### src/rtl/alu_ctrl_pkg.sv
// Shared types for the ALU command controller: opcodes, FSM states, latency helper.
package alu_ctrl_pkg;

    localparam int CNT_W   = 8;
    localparam int NUM_OPS = 13;

    typedef enum logic [3:0] {
        OP_ADD = 4'd0,  OP_SUB = 4'd1,  OP_CMP = 4'd2,  OP_MUL = 4'd3,
        OP_DIV = 4'd4,  OP_MOD = 4'd5,  OP_LSL = 4'd6,  OP_LSR = 4'd7,
        OP_ASR = 4'd8,  OP_OR  = 4'd9,  OP_NOT = 4'd10, OP_AND = 4'd11,
        OP_MOV = 4'd12
    } op_e;

    typedef enum logic [2:0] {
        ST_INIT, ST_IDLE, ST_LOAD, ST_EXEC, ST_CAPT, ST_RESP
    } state_e;

    // Number of EXEC cycles the select is held before capture.
    function automatic logic [CNT_W-1:0] op_lat(input logic [3:0] op,
                                                input int unsigned mul_lat,
                                                input int unsigned div_lat);
        case (op)
            OP_MUL:         return CNT_W'(mul_lat);
            OP_DIV, OP_MOD: return CNT_W'(div_lat);
            default:        return CNT_W'(1);
        endcase
    endfunction

endpackage

### src/rtl/alu_ctrl_op_decode.sv
// Combinational opcode decode: 4-bit op to one-hot ALU select plus legality.
module alu_op_decode
    import alu_ctrl_pkg::*;
(
    input  logic [3:0]         op,
    output logic [NUM_OPS-1:0] sel,
    output logic               legal
);

    always_comb begin
        sel   = '0;
        legal = (op < 4'(NUM_OPS));
        if (legal) sel[op] = 1'b1;
    end

endmodule

### src/rtl/alu_ctrl.sv
// Sequences load/execute/capture on a register-wrapped ALU for one command at a time.
// Optional ALU_CTRL_DIV0_TRAP_EN rejects DIV/MOD by zero as an illegal command.
module alu_ctrl
    import alu_ctrl_pkg::*;
#(
    parameter int unsigned MUL_LAT = 1,
    parameter int unsigned DIV_LAT = 4
) (
    input  logic        clk,
    input  logic        rst_n,
    input  logic        cmd_valid,
    output logic        cmd_ready,
    input  logic [3:0]  cmd_op,
    input  logic [31:0] cmd_a,
    input  logic [31:0] cmd_b,
    output logic        rsp_valid,
    input  logic        rsp_ready,
    output logic [31:0] rsp_data,
    output logic        rsp_err,
    output logic        ldA,
    output logic        ldB,
    output logic        ldResult,
    output logic        clrA,
    output logic        clrB,
    output logic        clrResult,
    output logic        isAdd,
    output logic        isSub,
    output logic        isCmp,
    output logic        isMul,
    output logic        isDiv,
    output logic        isMod,
    output logic        isLsl,
    output logic        isLsr,
    output logic        isAsr,
    output logic        isOr,
    output logic        isNot,
    output logic        isAnd,
    output logic        isMov,
    output logic [31:0] AIn,
    output logic [31:0] BIn,
    input  logic [31:0] aluResult,
    input  logic        Eq,
    input  logic        Gt,
    output logic        flagWr
);

    state_e             state_q, state_d;
    logic [3:0]         op_q, op_d;
    logic [NUM_OPS-1:0] sel_q, sel_d, dec_sel, is_vec;
    logic [31:0]        a_q, a_d, b_q, b_d, rsp_data_q, rsp_data_d;
    logic [CNT_W-1:0]   cnt_q, cnt_d;
    logic               rsp_err_q, rsp_err_d, arm_q, arm_d;
    logic               dec_legal, div0, active, is_cmp;

    alu_op_decode u_dec (.op(cmd_op), .sel(dec_sel), .legal(dec_legal));

`ifdef ALU_CTRL_DIV0_TRAP_EN
    assign div0 = ((cmd_op == OP_DIV) || (cmd_op == OP_MOD)) && (cmd_b == 32'd0);
`else
    assign div0 = 1'b0;
`endif

    assign arm_d  = 1'b1;
    assign is_cmp = (op_q == OP_CMP);

    always_comb begin
        state_d    = state_q;
        op_d       = op_q;
        sel_d      = sel_q;
        a_d        = a_q;
        b_d        = b_q;
        cnt_d      = cnt_q;
        rsp_data_d = rsp_data_q;
        rsp_err_d  = rsp_err_q;
        case (state_q)
            // arm_q delays the clear pulse to the first full cycle out of reset
            ST_INIT: if (arm_q) state_d = ST_IDLE;
            ST_IDLE: begin
                if (cmd_valid) begin
                    op_d = cmd_op;
                    a_d  = cmd_a;
                    b_d  = cmd_b;
                    if (dec_legal && !div0) begin
                        sel_d   = dec_sel;
                        state_d = ST_LOAD;
                    end else begin
                        sel_d      = '0;
                        rsp_data_d = 32'd0;
                        rsp_err_d  = 1'b1;
                        state_d    = ST_RESP;
                    end
                end
            end
            ST_LOAD: begin
                cnt_d   = op_lat(op_q, MUL_LAT, DIV_LAT);
                state_d = ST_EXEC;
            end
            ST_EXEC: begin
                cnt_d = cnt_q - CNT_W'(1);
                if (cnt_q <= CNT_W'(1)) state_d = ST_CAPT;
            end
            ST_CAPT: begin
                rsp_data_d = is_cmp ? {30'b0, Gt, Eq} : aluResult;
                rsp_err_d  = 1'b0;
                state_d    = ST_RESP;
            end
            ST_RESP: if (rsp_ready) state_d = ST_IDLE;
            default: state_d = ST_INIT;
        endcase
    end

    always_ff @(posedge clk or negedge rst_n) begin
        if (!rst_n) begin
            state_q    <= ST_INIT;
            op_q       <= '0;
            sel_q      <= '0;
            a_q        <= '0;
            b_q        <= '0;
            cnt_q      <= '0;
            rsp_data_q <= '0;
            rsp_err_q  <= 1'b0;
            arm_q      <= 1'b0;
        end else begin
            state_q    <= state_d;
            op_q       <= op_d;
            sel_q      <= sel_d;
            a_q        <= a_d;
            b_q        <= b_d;
            cnt_q      <= cnt_d;
            rsp_data_q <= rsp_data_d;
            rsp_err_q  <= rsp_err_d;
            arm_q      <= arm_d;
        end
    end

    assign active    = (state_q == ST_EXEC) || (state_q == ST_CAPT);
    assign is_vec    = active ? sel_q : '0;
    assign cmd_ready = (state_q == ST_IDLE);
    assign rsp_valid = (state_q == ST_RESP);
    assign rsp_data  = rsp_data_q;
    assign rsp_err   = rsp_err_q;
    assign AIn       = a_q;
    assign BIn       = b_q;
    assign ldA       = (state_q == ST_LOAD);
    assign ldB       = (state_q == ST_LOAD);
    assign ldResult  = (state_q == ST_CAPT) && !is_cmp;
    assign flagWr    = (state_q == ST_CAPT) && is_cmp;
    assign clrA      = (state_q == ST_INIT) && arm_q;
    assign clrB      = clrA;
    assign clrResult = clrA;

    assign isAdd = is_vec[OP_ADD];
    assign isSub = is_vec[OP_SUB];
    assign isCmp = is_vec[OP_CMP];
    assign isMul = is_vec[OP_MUL];
    assign isDiv = is_vec[OP_DIV];
    assign isMod = is_vec[OP_MOD];
    assign isLsl = is_vec[OP_LSL];
    assign isLsr = is_vec[OP_LSR];
    assign isAsr = is_vec[OP_ASR];
    assign isOr  = is_vec[OP_OR];
    assign isNot = is_vec[OP_NOT];
    assign isAnd = is_vec[OP_AND];
    assign isMov = is_vec[OP_MOV];

endmodule
### config.mk
export PLATFORM = sky130hd
export DESIGN_NAME = alu_ctrl
export DESIGN_NICKNAME = d
export VERILOG_FILES = /design/src/rtl/alu_ctrl_pkg.sv /design/src/rtl/alu_ctrl_op_decode.sv /design/src/rtl/alu_ctrl.sv
export SDC_FILE = /design/constraint.sdc
export NUM_CORES = 1
export LEC_CHECK = 0
export ABC_AREA = 1
export ABC_CLOCK_PERIOD_IN_PS = 1800
export BUFFER_PORTS_ARGS = -buffer_cell sky130_fd_sc_hd__clkbuf_2
export CAP_MARGIN = 0
export CELL_PAD_IN_SITES_DETAIL_PLACEMENT = 1
export CELL_PAD_IN_SITES_GLOBAL_PLACEMENT = 1
export CORE_MARGIN = 3
export CORE_UTILIZATION = 34
export DETAILED_ROUTE_END_ITERATION = 10
export PLACE_DENSITY_LB_ADDON = 0.1
export SLEW_MARGIN = 20
export SYNTH_ARGS = -nofsm -noshare
export SYNTH_HDL_FRONTEND = slang
export SYNTH_SLANG_ARGS = --single-unit
### constraint.sdc
create_clock -name clk -period 1.8 [get_ports clk]
set_clock_uncertainty 0.15 [all_clocks]
set_input_delay 0.09 -clock clk [delete_from_list [all_inputs] [get_ports clk]]
set_output_delay 0.09 -clock clk [all_outputs]
set_load 0.1 [all_outputs]
==> reports/metrics.yaml, run 1 <==
detail_route.vias_per_cell: 4.75
path_max_fanout: 7
post-route-period-util_pct: 105
antenna_found_initial: 1
slew_headroom_pct: 60.9
nNetsFinal: 1081
cts_tree: "built"
die_area_mm2: 0.0168
cts_root_buf: "clkbuf_16"
die_h_um: 130
clock_latency_ps: 410
path_class: "reg2out"
synth_cell_types: 24
cts_sinks: 126
htreeDepth: 4
final_antenna_net_count: 0
rr_endpoint: "AIn[7]$_DFFE_PN0P_"
dp_hpwl_mm: 12.0
fmaxAchievable_mhz: 530
grt_max_degree: 93
grt_busiest_layer: "met2"
clock_path_buffers: 2
clkTransAtPathRegs_ps: 50
vias: 5568
seq_area_frac_synth_pct: 60.6
drcViolationCount: 0
worst_slew_pin_slew_ps: 589
pin_count: 225
r2r_slack_ps: 60
grt_use_total_pct: 24.0
syn_area_mm2: 0.00520
grt_pass1_vias: 6161
coreArea_mm2: 0.0148
io_buffers: 224
post-place-ws_ps: 80.0
yosysWarnings: 0
met3_usage_pct: 6.80
start_util_pct: 35.2
max_cap_viol_count: 0
dr.pass1.iters: 6
grt_pass1_wl_mm: 31.5
area_growth_pct: 74.8
cts_buffers: 17
post-route-min-period_ps: 1890
r2r-start: "state_q[2]$_DFFE_PN0P_"
drt_iter0_markers: 192
critPathLaunchType: "flip-flop"
layout_setup_ws_ps: -88.2
worst_hold_slack_ps: 36.9
violations: "negative setup slack"
rsz0062_at_grt: "true"
hold_violations: 0
drv_slew: 0
core.rowCount: 44
use_met2_pct: 43.3
syn_inst: 617
grt_use_met1_pct: 26.4
setup_viol: 18
overflow: 0
syn_nets: 725
postSynthAreaPerCell_um2: 8.43
worstPathArrival_ps: 1650
wl_per_cell_um: 18.4
routed_wl_mm: 21.5
drive_above_1_share_pct: 34.0
dieWidth_um: 130
status: "finished with violations"
startpoint: "state_q[1]$_DFFE_PN0P_"
worstHoldPathType: "in2async"
required_ps: 1560
ys_seq_elements: 126
gp_congestion: 0.795
end_kind: "output pin"
ff2ff_path_depth: 8
==> how the worst max path moves through the flow <==
stage                            to  slack [ps]  cells past startpoint
2_1_floorplan                 isAdd        -110                      5
3_3_place_gp   sel_q[9]$_DFFE_PN0P_         170                      7
3_5_place_dp   sel_q[6]$_DFFE_PN0P_          80                      7
4_1_cts                       isLsl        -130                      7
5_1_grt                       isSub        -160                      7
6_report                      isLsl         -90                      7
==> sequential cells by signal, indices dropped and copies added, names as in the netlist <==
| name | count |
|---|---|
| BIn | 32 |
| sel_q | 13 |
| op_q | 4 |
| rsp_err | 1 |
| cnt_q | 8 |
| AIn | 32 |
| state_q | 3 |
| rsp_data | 32 |
| arm_q | 1 |
==> placed cells by master (no fill, tap or decap), types with 16 or more instances in the layout <==
cell,netlist,routed
nand2_1,323,318
clkbuf_2,0,201
nor2_1,39,16
inv_1,35,32
clkbuf_16,0,22
dlygate4sd3_1,0,104
nor2_4,0,22
buf_4,12,19
dfrtp_1,126,124
buf_12,0,27
==> synth_stat cells (all sizes together) <==
library cell | instances | share of area (%)
o22ai | 1 | 0.12
conb | 1 | 0.072
nor2 | 42 | 3.2
a22oi | 1 | 0.14
and2 | 1 | 0.12
nand3b | 1 | 0.14
ha | 2 | 0.48
nand4 | 7 | 0.84
inv | 37 | 2.7
clkbuf | 6 | 0.43
buf | 21 | 3.0
a31oi | 1 | 0.24
a21oi | 5 | 0.48
dfrtp | 126 | 61
o21ai | 24 | 2.3
xor2 | 1 | 0.17
nand2 | 324 | 23
nand3 | 16 | 1.5
==> stage by stage <==
stage	TNS [ps]	utilization (%)	std cells	area, um^2
after floorplan	-2590	-	617	5370
after global placement	0	47.4	1008	6990
after detailed placement	0	47.4	1008	6990
after CTS	-1770	60.1	1161	8870
after global routing	-2730	61.6	1171	9090
final	-1230	61.6	1171	9090
==> per-layer routing <==
| metal | vias up | routed length, um |
|---|---|---|
| met2 | 206 | 11400 |
| met4 | 0 | 717 |
| met1 | 2721 | 8200 |
| li1 | 2595 | - |
| met3 | 46 | 1230 |
| met5 | - | 0 |
==> critical path, cell delays in order, from the launching register on <==
cell     delay (ps)
dfrtp_2         440
nor2_4          140
nand2_4          90
inv_4            70
nor2_4           50
buf_12          150
nor2_4          100
buf_12          180
==> what timing repair did <==
item                       in CTS  in global routing
hold endpoints to repair      238                  0
pin swaps                       8                  1
buffers inserted               15                  3
setup endpoints to repair      19                131
cloned                          2                  7
hold buffers                  104                  0
resized for setup              18                 15
==> cell families after synthesis <==
| group | after synthesis | synth area share (%) |
|---|---|---|
| buf+inv | 64 | 6.07 |
| compound gates | 32 | 3.30 |
| flops | 126 | 60.6 |
| other cells | 1 | 0.0721 |
| fa+ha+maj | 2 | 0.481 |
| simple gates | 391 | 29.3 |
| xor+xnor | 1 | 0.169 |
==> final cells by class <==
type | count | area [um^2]
fillers | 1701 | 5660
flip-flops and latches | 126 | 3160
clock buffers | 20 | 457
multi-input cells | 427 | 1940
repair buffers | 364 | 3020
diodes | 1 | 2.50
inverters | 37 | 149
well taps | 184 | 230
clock inverters | 12 | 135
Power of run 1 is left out: the tool's default activity adds up to more than one toggle a clock period on the data nets, which glitch-free logic cannot reach.
==> run 2: changes to the inputs <==
REMOVE_ABC_BUFFERS = 1   (was unset)
==> reports/metrics.yaml, run 2 (same netlist as run 1, synthesis figures left out) <==
clock_path_buffers: 2
pin_count: 225
required_ps: 1560
detail_route.vias_per_cell: 4.91
layout_common_cells: "nand2_1 (289), clkbuf_2 (201), dfrtp_1 (124)"
path_class: "reg2out"
worstPathArrival_ps: 1700
end_kind: "output pin"
drive_above_1_share_pct: 37.2
wl_met1_mm: 9.04
die_area_mm2: 0.0168
final_cell_area_mm2: 0.00947
core.rowCount: 44
fillers: 1652
clkTransAtPathRegs_ps: 60
violations: "negative setup slack"
htreeDepth: 4
crit_chain: "nor2_4 > nand2_4 > inv_4 > nor2_4 > buf_12 > nor2_4 > buf_12"
drcViolationCount: 0
routed_wl_mm: 24.2
critPathLaunchType: "flip-flop"
cts_buffers: 17
post-route-min-period_ps: 1940
dieWidth_um: 130
cpPeakStageDelay_ps: 460
cts_tree: "built"
grt_pass1_vias: 6053
worstHoldPathType: "in2reg"
dr.pass1.iters: 4
grt_use_total_pct: 23.3
die_h_um: 130
wl_met2_mm: 12.5
clock_latency_ps: 410
slew_headroom_pct: 60.6
vias: 5838
max_cap_viol_count: 0
place_area_mm2: 0.00687
setup_viol: 30
dr_wl_met3_mm: 1.58
start_util_pct: 35.2
coreArea_mm2: 0.0148
crit_family: "flip-flops"
critPathMostFrequentCell: "nor2_4"
crit_slowest_cell: "dfrtp_2"
status: "finished with violations"
drt_iter0_markers: 220
post-route-period-util_pct: 108
cts_sinks: 126
io_buffers: 224
grt_pass1_wl_mm: 30.6
fmaxAchievable_mhz: 517
final_antenna_net_count: 0
crit_buf_inv: 3
area_growth_pct: 82.2
r2r_slack_ps: -50
nNetsFinal: 1097
mostFrequentLayoutCell: "nand2_1"
cts_root_buf: "clkbuf_16"
gp_congestion: 0.789
hold_violations: 0
layout_setup_ws_ps: -136
wl_per_cell_um: 20.3
worst_slew_pin_slew_ps: 594
rsz0062_at_grt: "true"
multi_input_area_mm2: 0.00198
grt_max_degree: 71
antenna_found_initial: 3
overflow: 0
path_max_fanout: 7
final-seq-area_mm2: 0.00316
drv_slew: 0
dp_hpwl_mm: 11.6
top_layer: "met4"
==> run 2: changes by cell type in the layout (fill, tap and decap cells not counted), sizes merged <==
cell | previous run | this run
inv | 40 | 39
dlygate4sd3 | 104 | 105
diode | 1 | 4
bufinv | 2 | 4
buf | 53 | 63
clkbuf | 226 | 231
bufbuf | 1 | 0
==> run 2: tightest hold or removal path, cell delays in order <==
cell and delay, ps:
clkbuf_2 70, inv_1 60, nand3_1 130, nand2_2 100, a21oi_1 120
==> run 2: path summary, 6_finish.rpt <==
| check | start | to | depth (start not counted) |
|---|---|---|---|
| min in group asynchronous | rst_n | state_q[1]$_DFFE_PN0P_ | 3 |
| setup / recovery | state_q[1]$_DFFE_PN0P_ | isSub | 7 |
| hold / removal | cmd_valid | rsp_err$_DFFE_PN0P_ | 5 |
| setup reg to reg | state_q[2]$_DFFE_PN0P_ | AIn[17]$_DFFE_PN0P_ | 10 |
| max in group asynchronous | rst_n | cnt_q[5]$_DFFE_PN0P_ | 4 |
| hold reg to reg | rsp_data[3]$_DFFE_PN0P_ | rsp_data[3]$_DFFE_PN0P_ | 2 |
==> run 2: final cells by class <==
cell class	instances	area share, %
Tap cell	184	2.43
Inverter	37	1.62
Antenna cell	4	0.106
Sequential cell	126	33.3
Clock buffer	19	4.78
Timing Repair Buffer	380	34.9
Clock inverter	13	1.97
Multi-Input combinational cell	427	20.9
==> run 2: repair_timing <==
| item | CTS | global route |
|---|---|---|
| gates cloned | 1 | 20 |
| pin swaps | 3 | 18 |
| resized for setup | 45 | 74 |
| setup endpoints to repair | 20 | 101 |
| hold buffers | 105 | 1 |
| hold endpoints to repair | 242 | 5 |
| setup buffers | 9 | 7 |
==> run 2: layer usage <==
layer	up-vias	track usage, %
li1	2643	-
met1	2866	26.3
met2	256	40.3
met3	73	7.63
met4	0	10.6
met5	-	0
==> run 2: per-stage QoR <==
stage | setup WS, ps | hold slack (ps) | setup TNS (ps) | instances | util, %
finish | -136 | 60.4 | -2060 | 1190 | 64.2
global route | -213 | 93.3 | -7730 | 1189 | 64.2
CTS | -185 | 54.7 | -2280 | 1160 | 59.6
detailed placement | 92.3 | -145 | 0 | 1013 | 46.6
global placement | 166 | -147 | 0 | 1013 | 46.6
floorplan | -2720 | -356 | -216430 | 590 | -
Power of run 2 is left out for the same reason.
==> run 3: changes to the inputs <==
RECOVER_POWER = 25   (was unset)
==> reports/metrics.yaml, run 3 (same netlist as run 1, synthesis figures left out) <==
status: "finished with violations"
violations: "negative setup slack"
layout_setup_ws_ps: -136
crit_slowest_cell: "dfrtp_2"
max_cap_viol_count: 0
io_buffers: 224
core.rowCount: 44
grt_pass1_vias: 6053
fmaxAchievable_mhz: 517
end_kind: "output pin"
coreArea_mm2: 0.0148
worst_slew_pin_slew_ps: 620
die_h_um: 130
drv_slew: 0
antenna_found_initial: 3
clock_path_buffers: 2
required_ps: 1560
placed_cells: 1013
cts_tree: "built"
cts_root_buf: "clkbuf_16"
instances_no_fill: 1190
final_antenna_net_count: 0
fillers: 1653
die_area_mm2: 0.0168
drive_above_1_share_pct: 37.2
final-seq-area_mm2: 0.00316
dp_hpwl_mm: 11.6
drt_iter0_markers: 220
multi_input_area_mm2: 0.00198
start_util_pct: 35.2
critPathLaunchType: "flip-flop"
post-route-period-util_pct: 108
nNetsFinal: 1097
drcViolationCount: 0
htreeDepth: 4
rsz0062_at_grt: "true"
clock_latency_ps: 410
detail_route.vias_per_cell: 4.91
crit_family: "flip-flops"
setup_viol: 30
path_class: "reg2out"
critPathMostFrequentCell: "nor2_4"
area_growth_pct: 82.2
hold_violations: 0
cts_buffers: 17
post-route-min-period_ps: 1940
slew_headroom_pct: 58.6
routed_wl_mm: 24.2
crit_chain: "nor2_4 > nand2_4 > inv_4 > nor2_4 > buf_12 > nor2_4 > buf_12"
cts_sinks: 126
worstHoldPathType: "in2reg"
wl_per_cell_um: 20.3
grt_pass1_wl_mm: 30.6
worst_hold_slack_ps: 60.4
cpPeakStageDelay_ps: 460
vias: 5842
dr.pass1.iters: 4
layout_common_cells: "nand2_1 (289), clkbuf_2 (202), dfrtp_1 (124)"
path_max_fanout: 7
overflow: 0
gp_congestion: 0.789
clkTransAtPathRegs_ps: 60
mostFrequentLayoutCell: "nand2_1"
crit_buf_inv: 3
grt_max_degree: 71
grt_use_total_pct: 23.3
worstPathArrival_ps: 1700
pin_count: 225
dieWidth_um: 130
-- run 3: cell count changes in the layout (fill, tap and decap cells not counted) --
cell and delta:
clkbuf_2 +1, buf_4 -1
-- run 3: layout make-up --
cell class	count	area share, %
repair buffers	380	34.9
flip-flops and latches	126	33.3
clock inverters	13	1.97
multi-input cells	427	20.9
diodes	4	0.106
inverters	37	1.62
clock buffers	19	4.78
well taps	184	2.43
-- run 3: worst paths after layout --
path,startpoint,to,slack [ps],depth (start not counted)
setup reg to reg,state_q[2]$_DFFE_PN0P_,AIn[17]$_DFFE_PN0P_,-50,10
hold / removal,cmd_valid,rsp_err$_DFFE_PN0P_,60,5
min in group asynchronous,rst_n,state_q[2]$_DFFE_PN0P_,610,3
hold reg to reg,rsp_data[3]$_DFFE_PN0P_,rsp_data[3]$_DFFE_PN0P_,320,2
setup / recovery,state_q[1]$_DFFE_PN0P_,isSub,-140,7
max in group asynchronous,rst_n,cnt_q[5]$_DFFE_PN0P_,170,4
-- run 3: what timing repair did --
item                                    CTS  global route
pin swaps                                 3            18
resized for setup                        45            74
setup buffers                             9             7
hold endpoints to repair                242             5
hold buffers                            105             1
cloned                                    1            20
endpoints found under the setup margin   20           101
-- run 3: per-stage QoR --
stage               TNS (ps)  setup WS [ps]  cell area [um^2]  utilization, %
global route           -7730           -213              9470            64.2
floorplan            -216430          -2720              5020               -
detailed placement         0           92.3              6870            46.6
CTS                    -2280           -185              8790            59.6
global placement           0            166              6870            46.6
finish                 -2060           -136              9470            64.2
-- run 3: metal layers --
layer	wire, um	vias to the layer above	global-route usage (%)
met5	0	-	0
met4	1050	0	10.6
met3	1600	73	7.63
met2	12500	261	40.3
met1	9020	2865	26.3
li1	-	2643	-
-- run 3: worst register-to-register path, delay by kind of cell (launching register included) --
family / cells / cell delay [ps]
AND/OR/NAND/NOR: 5 / 530
buffers and inverters: 5 / 690
flip-flops: 1 / 400
Power of run 3 is left out for the same reason.
